--- config.mk ---
export PLATFORM = sky130hd
export DESIGN_NAME = regfile_mp_flat
export DESIGN_NICKNAME = d
export VERILOG_FILES = /design/src/rtl/regfile_mp_if.sv /design/src/rtl/regfile_mp.sv /design/src/flat_wrapper.sv
export SDC_FILE = /design/constraint.sdc
export NUM_CORES = 2
export LEC_CHECK = 0
export CORE_ASPECT_RATIO = 0.7
export CORE_UTILIZATION = 27
export DETAILED_ROUTE_END_ITERATION = 6
export PLACE_DENSITY = 0.42
export SKIP_CTS_REPAIR_TIMING = 1
export SLEW_MARGIN = 40
export SYNTH_ARGS = -nofsm -noshare
export SYNTH_HDL_FRONTEND = slang
export SYNTH_SLANG_ARGS = --single-unit
--- constraint.sdc ---
create_clock -name clk -period 5 [get_ports clk]
set_clock_uncertainty 0.05 [all_clocks]
set_input_delay 1.25 -clock clk [delete_from_list [all_inputs] [get_ports clk]]
set_output_delay 1.25 -clock clk [all_outputs]
set_load 0.05 [all_outputs]
--- src/rtl/regfile_mp_if.sv ---
// Bus bundle for regfile_mp: clear request/ready, packed read ports and packed write ports.
interface regfile_mp_if #(
   parameter int unsigned DATA_WIDTH   = 32,
   parameter int unsigned NUM_REGS     = 32,
   parameter int unsigned NUM_RD_PORTS = 2,
   parameter int unsigned NUM_WR_PORTS = 1
);
   localparam int unsigned ADDR_W = $clog2(NUM_REGS);

   logic                                 clear_req_i;
   logic                                 ready_o;
   logic [NUM_RD_PORTS*ADDR_W-1:0]       rd_addr_i;
   logic [NUM_RD_PORTS*DATA_WIDTH-1:0]   rd_data_o;
   logic [NUM_WR_PORTS-1:0]              wr_en_i;
   logic [NUM_WR_PORTS*ADDR_W-1:0]       wr_addr_i;
   logic [NUM_WR_PORTS*DATA_WIDTH-1:0]   wr_data_i;

   modport master (
      output clear_req_i, rd_addr_i, wr_en_i, wr_addr_i, wr_data_i,
      input  ready_o, rd_data_o
   );

   modport slave (
      input  clear_req_i, rd_addr_i, wr_en_i, wr_addr_i, wr_data_i,
      output ready_o, rd_data_o
   );
endinterface

--- src/rtl/regfile_mp.sv ---
// Multi-port register file with x0 hard-wired to zero and a clear sequencer after reset/flush.
// Optional same-cycle write-to-read bypass enabled by defining REGFILE_BYPASS_EN.
module regfile_mp #(
   parameter int unsigned DATA_WIDTH   = 32,
   parameter int unsigned NUM_REGS     = 32,
   parameter int unsigned NUM_RD_PORTS = 2,
   parameter int unsigned NUM_WR_PORTS = 1
) (
   input  logic         clk,
   input  logic         rst,
   regfile_mp_if.slave  bus
);
   localparam int unsigned ADDR_W = $clog2(NUM_REGS);
   localparam int unsigned DW     = DATA_WIDTH;

   typedef enum logic [0:0] {
      ST_CLEAR = 1'b0,
      ST_IDLE  = 1'b1
   } state_e;

   state_e              state_q, state_d;
   logic [ADDR_W-1:0]   clr_idx_q, clr_idx_d;
   logic                ready_q, ready_d;
   logic [DW-1:0]       regs_q [NUM_REGS];
   logic [DW-1:0]       regs_d [NUM_REGS];
   logic [NUM_RD_PORTS*DW-1:0] rd_data_c;

   // Clear walks indices 1..NUM_REGS-1 and stops there; a flush is only taken in IDLE.
   always_comb begin
      state_d   = state_q;
      clr_idx_d = clr_idx_q;
      if (state_q == ST_CLEAR) begin
         if (clr_idx_q == ADDR_W'(NUM_REGS - 1)) begin
            state_d = ST_IDLE;
         end else begin
            clr_idx_d = clr_idx_q + ADDR_W'(1);
         end
      end else if (bus.clear_req_i) begin
         state_d   = ST_CLEAR;
         clr_idx_d = ADDR_W'(1);
      end
      ready_d = (state_d == ST_IDLE);
   end

   always_ff @(posedge clk or posedge rst) begin
      if (rst) begin
         state_q   <= ST_CLEAR;
         clr_idx_q <= ADDR_W'(1);
         ready_q   <= 1'b0;
      end else begin
         state_q   <= state_d;
         clr_idx_q <= clr_idx_d;
         ready_q   <= ready_d;
      end
   end

   // Array update: clear step in CLEAR, otherwise port writes with the highest port applied last.
   always_comb begin
      regs_d = regs_q;
      if (state_q == ST_CLEAR) begin
         regs_d[clr_idx_q] = '0;
      end else begin
         for (int unsigned w = 0; w < NUM_WR_PORTS; w++) begin
            if (bus.wr_en_i[w] && (bus.wr_addr_i[w*ADDR_W +: ADDR_W] != '0)) begin
               regs_d[bus.wr_addr_i[w*ADDR_W +: ADDR_W]] = bus.wr_data_i[w*DW +: DW];
            end
         end
      end
   end

   always_ff @(posedge clk) begin
      for (int unsigned i = 0; i < NUM_REGS; i++) begin
         regs_q[i] <= regs_d[i];
      end
   end

   // Read ports: array lookup, optional bypass, then x0 and not-ready forcing.
   always_comb begin
      logic [ADDR_W-1:0] ra;
      logic [DW-1:0]     rdat;
      rd_data_c = '0;
      ra        = '0;
      rdat      = '0;
      for (int unsigned p = 0; p < NUM_RD_PORTS; p++) begin
         ra   = bus.rd_addr_i[p*ADDR_W +: ADDR_W];
         rdat = regs_q[ra];
`ifdef REGFILE_BYPASS_EN
         for (int unsigned w = 0; w < NUM_WR_PORTS; w++) begin
            if ((state_q == ST_IDLE) && bus.wr_en_i[w] &&
                (bus.wr_addr_i[w*ADDR_W +: ADDR_W] != '0) &&
                (bus.wr_addr_i[w*ADDR_W +: ADDR_W] == ra)) begin
               rdat = bus.wr_data_i[w*DW +: DW];
            end
         end
`endif
         if (!ready_q || (ra == '0)) begin
            rdat = '0;
         end
         rd_data_c[p*DW +: DW] = rdat;
      end
   end

   assign bus.ready_o   = ready_q;
   assign bus.rd_data_o = rd_data_c;
endmodule

--- src/flat_wrapper.sv ---
// flat-port wrapper written by rule: the top's interface ports become plain ports
module regfile_mp_flat 
#(
   parameter int unsigned DATA_WIDTH   = 32,
   parameter int unsigned NUM_REGS     = 32,
   parameter int unsigned NUM_RD_PORTS = 2,
   parameter int unsigned NUM_WR_PORTS = 1
)
  (clk, rst, bus_clear_req_i, bus_rd_addr_i, bus_wr_en_i, bus_wr_addr_i, bus_wr_data_i, bus_ready_o, bus_rd_data_o);
  regfile_mp_if #(.DATA_WIDTH(DATA_WIDTH), .NUM_REGS(NUM_REGS), .NUM_RD_PORTS(NUM_RD_PORTS), .NUM_WR_PORTS(NUM_WR_PORTS)) bus_i ();
  input  logic clk;
  input  logic rst;
  input wire logic [$bits(bus_i.clear_req_i)-1:0] bus_clear_req_i;
  input wire logic [$bits(bus_i.rd_addr_i)-1:0] bus_rd_addr_i;
  input wire logic [$bits(bus_i.wr_en_i)-1:0] bus_wr_en_i;
  input wire logic [$bits(bus_i.wr_addr_i)-1:0] bus_wr_addr_i;
  input wire logic [$bits(bus_i.wr_data_i)-1:0] bus_wr_data_i;
  output wire logic [$bits(bus_i.ready_o)-1:0] bus_ready_o;
  output wire logic [$bits(bus_i.rd_data_o)-1:0] bus_rd_data_o;
  assign bus_i.clear_req_i = bus_clear_req_i;
  assign bus_i.rd_addr_i = bus_rd_addr_i;
  assign bus_i.wr_en_i = bus_wr_en_i;
  assign bus_i.wr_addr_i = bus_wr_addr_i;
  assign bus_i.wr_data_i = bus_wr_data_i;
  assign bus_ready_o = bus_i.ready_o;
  assign bus_rd_data_o = bus_i.rd_data_o;
  regfile_mp #(.DATA_WIDTH(DATA_WIDTH), .NUM_REGS(NUM_REGS), .NUM_RD_PORTS(NUM_RD_PORTS), .NUM_WR_PORTS(NUM_WR_PORTS)) u_core (.clk(clk), .rst(rst), .bus(bus_i));
endmodule
==> results.toml <==
[clocking]
cts.sinks = 1030
cts_tree = "built"
cts_made_buffers = 114
htreeDepth = 3
clk_latency_ns = 0.78
root_buffer = "clkbuf_16"
cts_buffer_depth = 3
clk_transition_reported_paths_ns = 0.06

[route]
wl_met3_mm = 36.7
dr.first_iter.drc_count = 7616
drt_pre_antenna_iters = 6
vias_per_cell = 6.36
wl_per_cell_um = 41.4
via_count = 48800
postRouteAntennaNets = 0
drt-total-wl_mm = 318
drc = 0
top_layer_used = "met5"
wl_met2_mm = 132
drt-met1-wl_mm = 133

[worst_setup_path]
worstPathMaxFanout = 18
required_ns = 3.70
cp.arrival_ns = 3.72
worstSetupStartpointType = "input pin"
worstPathCellList = "buf_8 -> buf_4 -> nor2b_4 -> buf_12 -> a22oi_1 -> a31oi_1 -> nand4_1 -> buf_4 -> buf_12"
worst_setup_path_end_kind = "primary output"
crit_family = "buffers and inverters"
crit_path_top_delay_cell = "a31oi_1"
worst-path-buf-inv = 5
crit_type = "input pin to primary output"
max_stage_delay_ns = 0.69

[timing]
period_needed_ns = 5.02
finalCritPeriodShare_pct = 100
worstMarginPinSlew_ns = 1.00
setup_viol = 2
slew_viol_final = 0
max_slew_margin_pct = 33.1
hold_viol_final = 0
setup_ws_ns = -0.0230
rsz0062_at_grt = "no"
fmax_ghz = 0.199
hold_ws_ns = 0.537

[global_route]
grt_pass1_wl_mm = 421
grt_overflow_total = 0
grt_max_degree = 86
first_global_vias = 45300
grt_use_total_pct = 28.0
antenna_found_initial = 19

[power_and_ir_drop]
totalPowerFinal_uw = 39600
cellPowerDensity_nw_per_um2 = 559
ir_worst_vdd_v = 0.000309
power_leakage_uw = 0.0277

[finish]
layout_common_cells = "edfxtp_1 (1024), a22o_1 (801), mux2i_1 (520)"
fin_area_um2 = 70900
final_cells = 7678
drive_above_1_share_pct = 22.4
layout_commonest_cell = "edfxtp_1"
seq_area_um2 = 30900
nNetsFinal = 4730
nFillCells = 21300
area_delta_synth_final_pct = 20.1
multiInputGateArea_um2 = 26700

[placement]
io_buffers = 115
hpwl_mm = 201
gp_congestion = 0.889
place_area_um2 = 66900
dp.cells = 7456
pre_cts_slack_ns = -0.264

[outcome]
status = "finished with violations"
failed_checks = "negative setup slack"

[floorplanning]
core_um2 = 217000
dieHeight_um = 393
start_util_pct = 27.2
row_count = 143
num_io_pins = 116
die_area_um2 = 220000
die_x_um = 561

[logic_synthesis]
syn_avg_cell_area_um2 = 12.9
postSynth.asyncResetShare_pct = 0.583
yosysWarningCount = 0
synth_edf_count = 1024
synth_top_area_share_pct = 52.1
syn_inst = 4568
ys_ff_latch = 1030
yosys.area.top_type = "edfxtp_1"
synth-seq-area-share_pct = 52.4
synth_nets = 4624
netlist_area_um2 = 59000
synthDistinctLibCells = 41
netlist_top_cells_area = "edfxtp_1 (52%), a22o_1 (12%), mux4_2 (9.6%), mux2i_1 (8.8%), a22oi_1 (3.2%)"
ys.flop_type = "edfxtp_1"

[job]
drv_cap = 0

[min_path]
hold_path.class = "register to register"
-- synth_stat cells (2+ instances only) --
cell / instances
buf_4: 38
nand2b_1: 3
nand4_1: 66
inv_1: 7
and4b_1: 3
and3_1: 34
nor2b_1: 16
o21ba_2: 2
ha_1: 5
a21oi_1: 81
nor2_2: 4
o31ai_1: 16
nor3b_1: 3
a31oi_1: 47
a22o_1: 801
mux4_2: 252
a22oi_1: 250
a32oi_1: 9
and2_1: 46
buf_6: 19
mux2i_1: 520
or2_2: 2
edfxtp_1: 1024
nand3b_1: 2
o31a_1: 2
or3b_1: 2
nand2_1: 373
o21ai_0: 268
nand3_1: 141
buf_2: 156
dfrtp_1: 5
nor2_1: 27
clkbuf_1: 336
-- logic make-up (layout without fill, tap and decap cells) --
| kind of cell | count (synthesis) | count (layout) | synth area share [%] |
|---|---|---|---|
| compound gates | 1477 | 1477 | 18.9 |
| flops | 1030 | 1030 | 52.4 |
| mux | 772 | 772 | 18.4 |
| simple gates | 726 | 726 | 5.76 |
| buf+inv | 557 | 759 | 4.36 |
| fa+ha+maj | 5 | 5 | 0.106 |
| xor+xnor | 1 | 1 | 0.0148 |
| other cells | 0 | 8 | 0 |
-- where the power goes --
group / internal [uW] / switching [uW] / total, uW
clock network: 5090 / 3940 / 9020
logic: 5300 / 7740 / 13000
registers: 14500 / 3030 / 17600
-- state kept, by name (all words and copies together) (netlist names) --
name,cells
u_core.regs_q,1024
u_core.state_q,1
u_core.clr_idx_q,5
-- metal layers --
layer / GRT usage [%] / up-vias
li1: - / 18900
met5: 0 / -
met4: 12.4 / 18
met2: 40.3 / 3793
met3: 7.69 / 685
met1: 39.0 / 25500
-- worst min-delay path, stage by stage, from the launching register on --
cell,delay (ns)
edfxtp_1,0.36
nand2_1,0.05
o21ai_0,0.06
-- final cells by class --
cell class	count	area share, %
diodes	8	0.0282
clock buffers	142	4.32
clock inverters	70	1.00
inverters	7	0.0371
multi-input cells	2981	37.6
flip-flops and latches	1030	43.6
well taps	2900	5.12
repair buffers	540	8.25
-- stage by stage --
step	util, %	setup TNS, ns
6_report	32.7	-0.0376
2_1_floorplan	-	0
4_1_cts	32.6	-2.85
3_5_place_dp	30.8	-2.26
3_3_place_gp	30.8	-2.73
5_1_grt	32.6	0
-- path summary, 6_finish.rpt --
check,from,end,slack (ns),depth (start not counted)
min reg2reg,u_core.regs_q[513]$_DFFE_PP_,u_core.regs_q[513]$_DFFE_PP_,0.54,2
max in group asynchronous,rst,u_core.clr_idx_q[0]$_DFFE_PP1N_,3.91,2
max reg2reg,u_core.state_q$_DFF_PP0_,u_core.regs_q[914]$_DFFE_PP_,1.69,4
min,u_core.regs_q[513]$_DFFE_PP_,u_core.regs_q[513]$_DFFE_PP_,0.54,2
min in group asynchronous,rst,u_core.clr_idx_q[2]$_DFFE_PP0N_,0.69,2
max,bus_rd_addr_i[5],bus_rd_data_o[40],-0.02,9
Power figures use the tool's default switching activity.
==> RTL change: new RTL, same flow settings <==
`NUM_RD_PORTS` is set to 2 in 3 places; all go to 1.
--- a/src/rtl/regfile_mp_if.sv
+++ b/src/rtl/regfile_mp_if.sv
@@ -4,3 +4,3 @@
    parameter int unsigned NUM_REGS     = 32,
-   parameter int unsigned NUM_RD_PORTS = 2,
+   parameter int unsigned NUM_RD_PORTS = 1,
    parameter int unsigned NUM_WR_PORTS = 1
--- a/src/rtl/regfile_mp.sv
+++ b/src/rtl/regfile_mp.sv
@@ -5,3 +5,3 @@
    parameter int unsigned NUM_REGS     = 32,
-   parameter int unsigned NUM_RD_PORTS = 2,
+   parameter int unsigned NUM_RD_PORTS = 1,
    parameter int unsigned NUM_WR_PORTS = 1
--- a/src/flat_wrapper.sv
+++ b/src/flat_wrapper.sv
@@ -5,3 +5,3 @@
    parameter int unsigned NUM_REGS     = 32,
-   parameter int unsigned NUM_RD_PORTS = 2,
+   parameter int unsigned NUM_RD_PORTS = 1,
    parameter int unsigned NUM_WR_PORTS = 1
Ports: changed (resized bus_rd_addr_i and bus_rd_data_o); port bits go from 116 to 79. No check against the original RTL was run, so the function may have changed too.
==> RTL change against the original RTL <==
Routed wire length decreased by 36%. Cell area decreased by 16%. Register-to-register slack improved by 0.19 ns. Setup slack improved by 0.11 ns. Global-route usage decreased by 7.2 points. Sequential cell count unchanged. Total power decreased by 14%. Area after synthesis decreased by 14%. Hold slack got worse by 0.029 ns. Largest cell class unchanged. Highest routed layer is now met4.
==> RTL change: results (changes against the original RTL) <==
pre-CTS setup slack 0.0243 ns (+0.289 ns); peak supply drop 0.385 mV (+24%); vias 35800 (-27%); Hold Startpoint u_core.regs_q[99]; I/O Buffers 78 (-32%); DR iter-0 viols 4469 (-41%); post-DP HPWL 127 mm (-37%); Syn Area/Cell 14.0 um^2 (+8.5%); layout cells sized above 1 17.9% (-4.5 points); Global Route Usage Sum 20.8% (-7.2 points); core outline area 186000 um^2 (-14%); first-pass GRT wire length 282 mm (-33%); pin count of the biggest net entering global routing 80 (-7.0%); Worst-Margin Slew 0.875 ns (-0.127 ns); Clk Latency, worst-skew pair 0.71 ns (-0.07 ns); RD Place Congestion 0.794 (-11%); Static Leak 23.0 nW (-17%); Unique masters post-synth 47 (+15%); Commonest cells post-synth edfxtp_1 (1024), a22o_1 (843), mux2i_1 (261), nand2_1 (247), clkbuf_1 (238); initial antenna violation count 4 (-15); sequential share of the synthesized area 60.8% (+8.4 points); vias in the first global route 34200 (-24%); nets 3658 (-23%); status finished clean; drt total wl 202 mm (-36%); WL/cell 32.8 um (-21%); TritonCTS Buffers 103 (-9.6%); placed instance area 55900 um^2 (-17%); largest cells by area after synthesis edfxtp_1 (60%), a22o_1 (15%), mux4_2 (5.6%); Largest regs u_core.regs_q: 1024 flops, u_core.clr_idx_q: 5 flops, u_core.state_q: 1 flops; crit-path max FO 14 (-4)
## RTL change: power by group
part / switching [mW] / internal, mW
clock network: 3.63 / 4.40
logic: 5.63 / 4.06
registers: 2.04 / 14.5
total: 11.3 / 22.9
## RTL change: critical path, cell delays in order
cell and delay, ns:
buf_8 0.22, buf_4 0.25, mux4_2 0.51, a22o_1 0.30, a31oi_2 0.26, nand4_1 0.31
buf_4 0.26, buf_4 0.19
## RTL change: routing by layer
metal	vias to the layer above	global-route usage (%)	share of wire, %
met5	-	0	0
met4	0	5.37	2.4
met3	214	4.40	8.7
met2	1954	28.0	40
met1	18900	32.8	49
li1	14800	-	-
## RTL change: kinds of logic (layout without fill, tap and decap cells)
kind of cell / after synthesis / count (layout) / synth area share, %
fa+ha+maj: 5 / 5 / 0.123
mux: 387 / 387 / 10.7
other cells: 0 / 4 / 0
buf+inv: 441 / 506 / 4.02
simple gates: 477 / 477 / 4.53
flops: 1030 / 1030 / 60.8
compound gates: 1287 / 1287 / 19.8
xor+xnor: 1 / 1 / 0.0172
## RTL change: final cells by class
class	count	area [um^2]
Timing Repair Buffer	309	2940
Sequential cell	1030	30900
Multi-Input combinational cell	2157	18900
Tap cell	2479	3100
Inverter	6	22.5
Clock inverter	58	515
Clock buffer	133	2800
Antenna cell	4	10.0
Fill cell	18400	127000
## RTL change: path summary, 6_finish.rpt
path / endpoint / slack, ns / cells after the start
worst min register to register: u_core.regs_q[99] / 0.51 / 2
worst max-delay path: bus_rd_data_o[9] / 0.08 / 8
worst min-delay path: u_core.regs_q[99] / 0.51 / 2
max in group asynchronous: u_core.clr_idx_q[0] / 3.82 / 2
worst max register to register: u_core.regs_q[601] / 1.88 / 4
min in group asynchronous: u_core.clr_idx_q[4] / 0.82 / 2
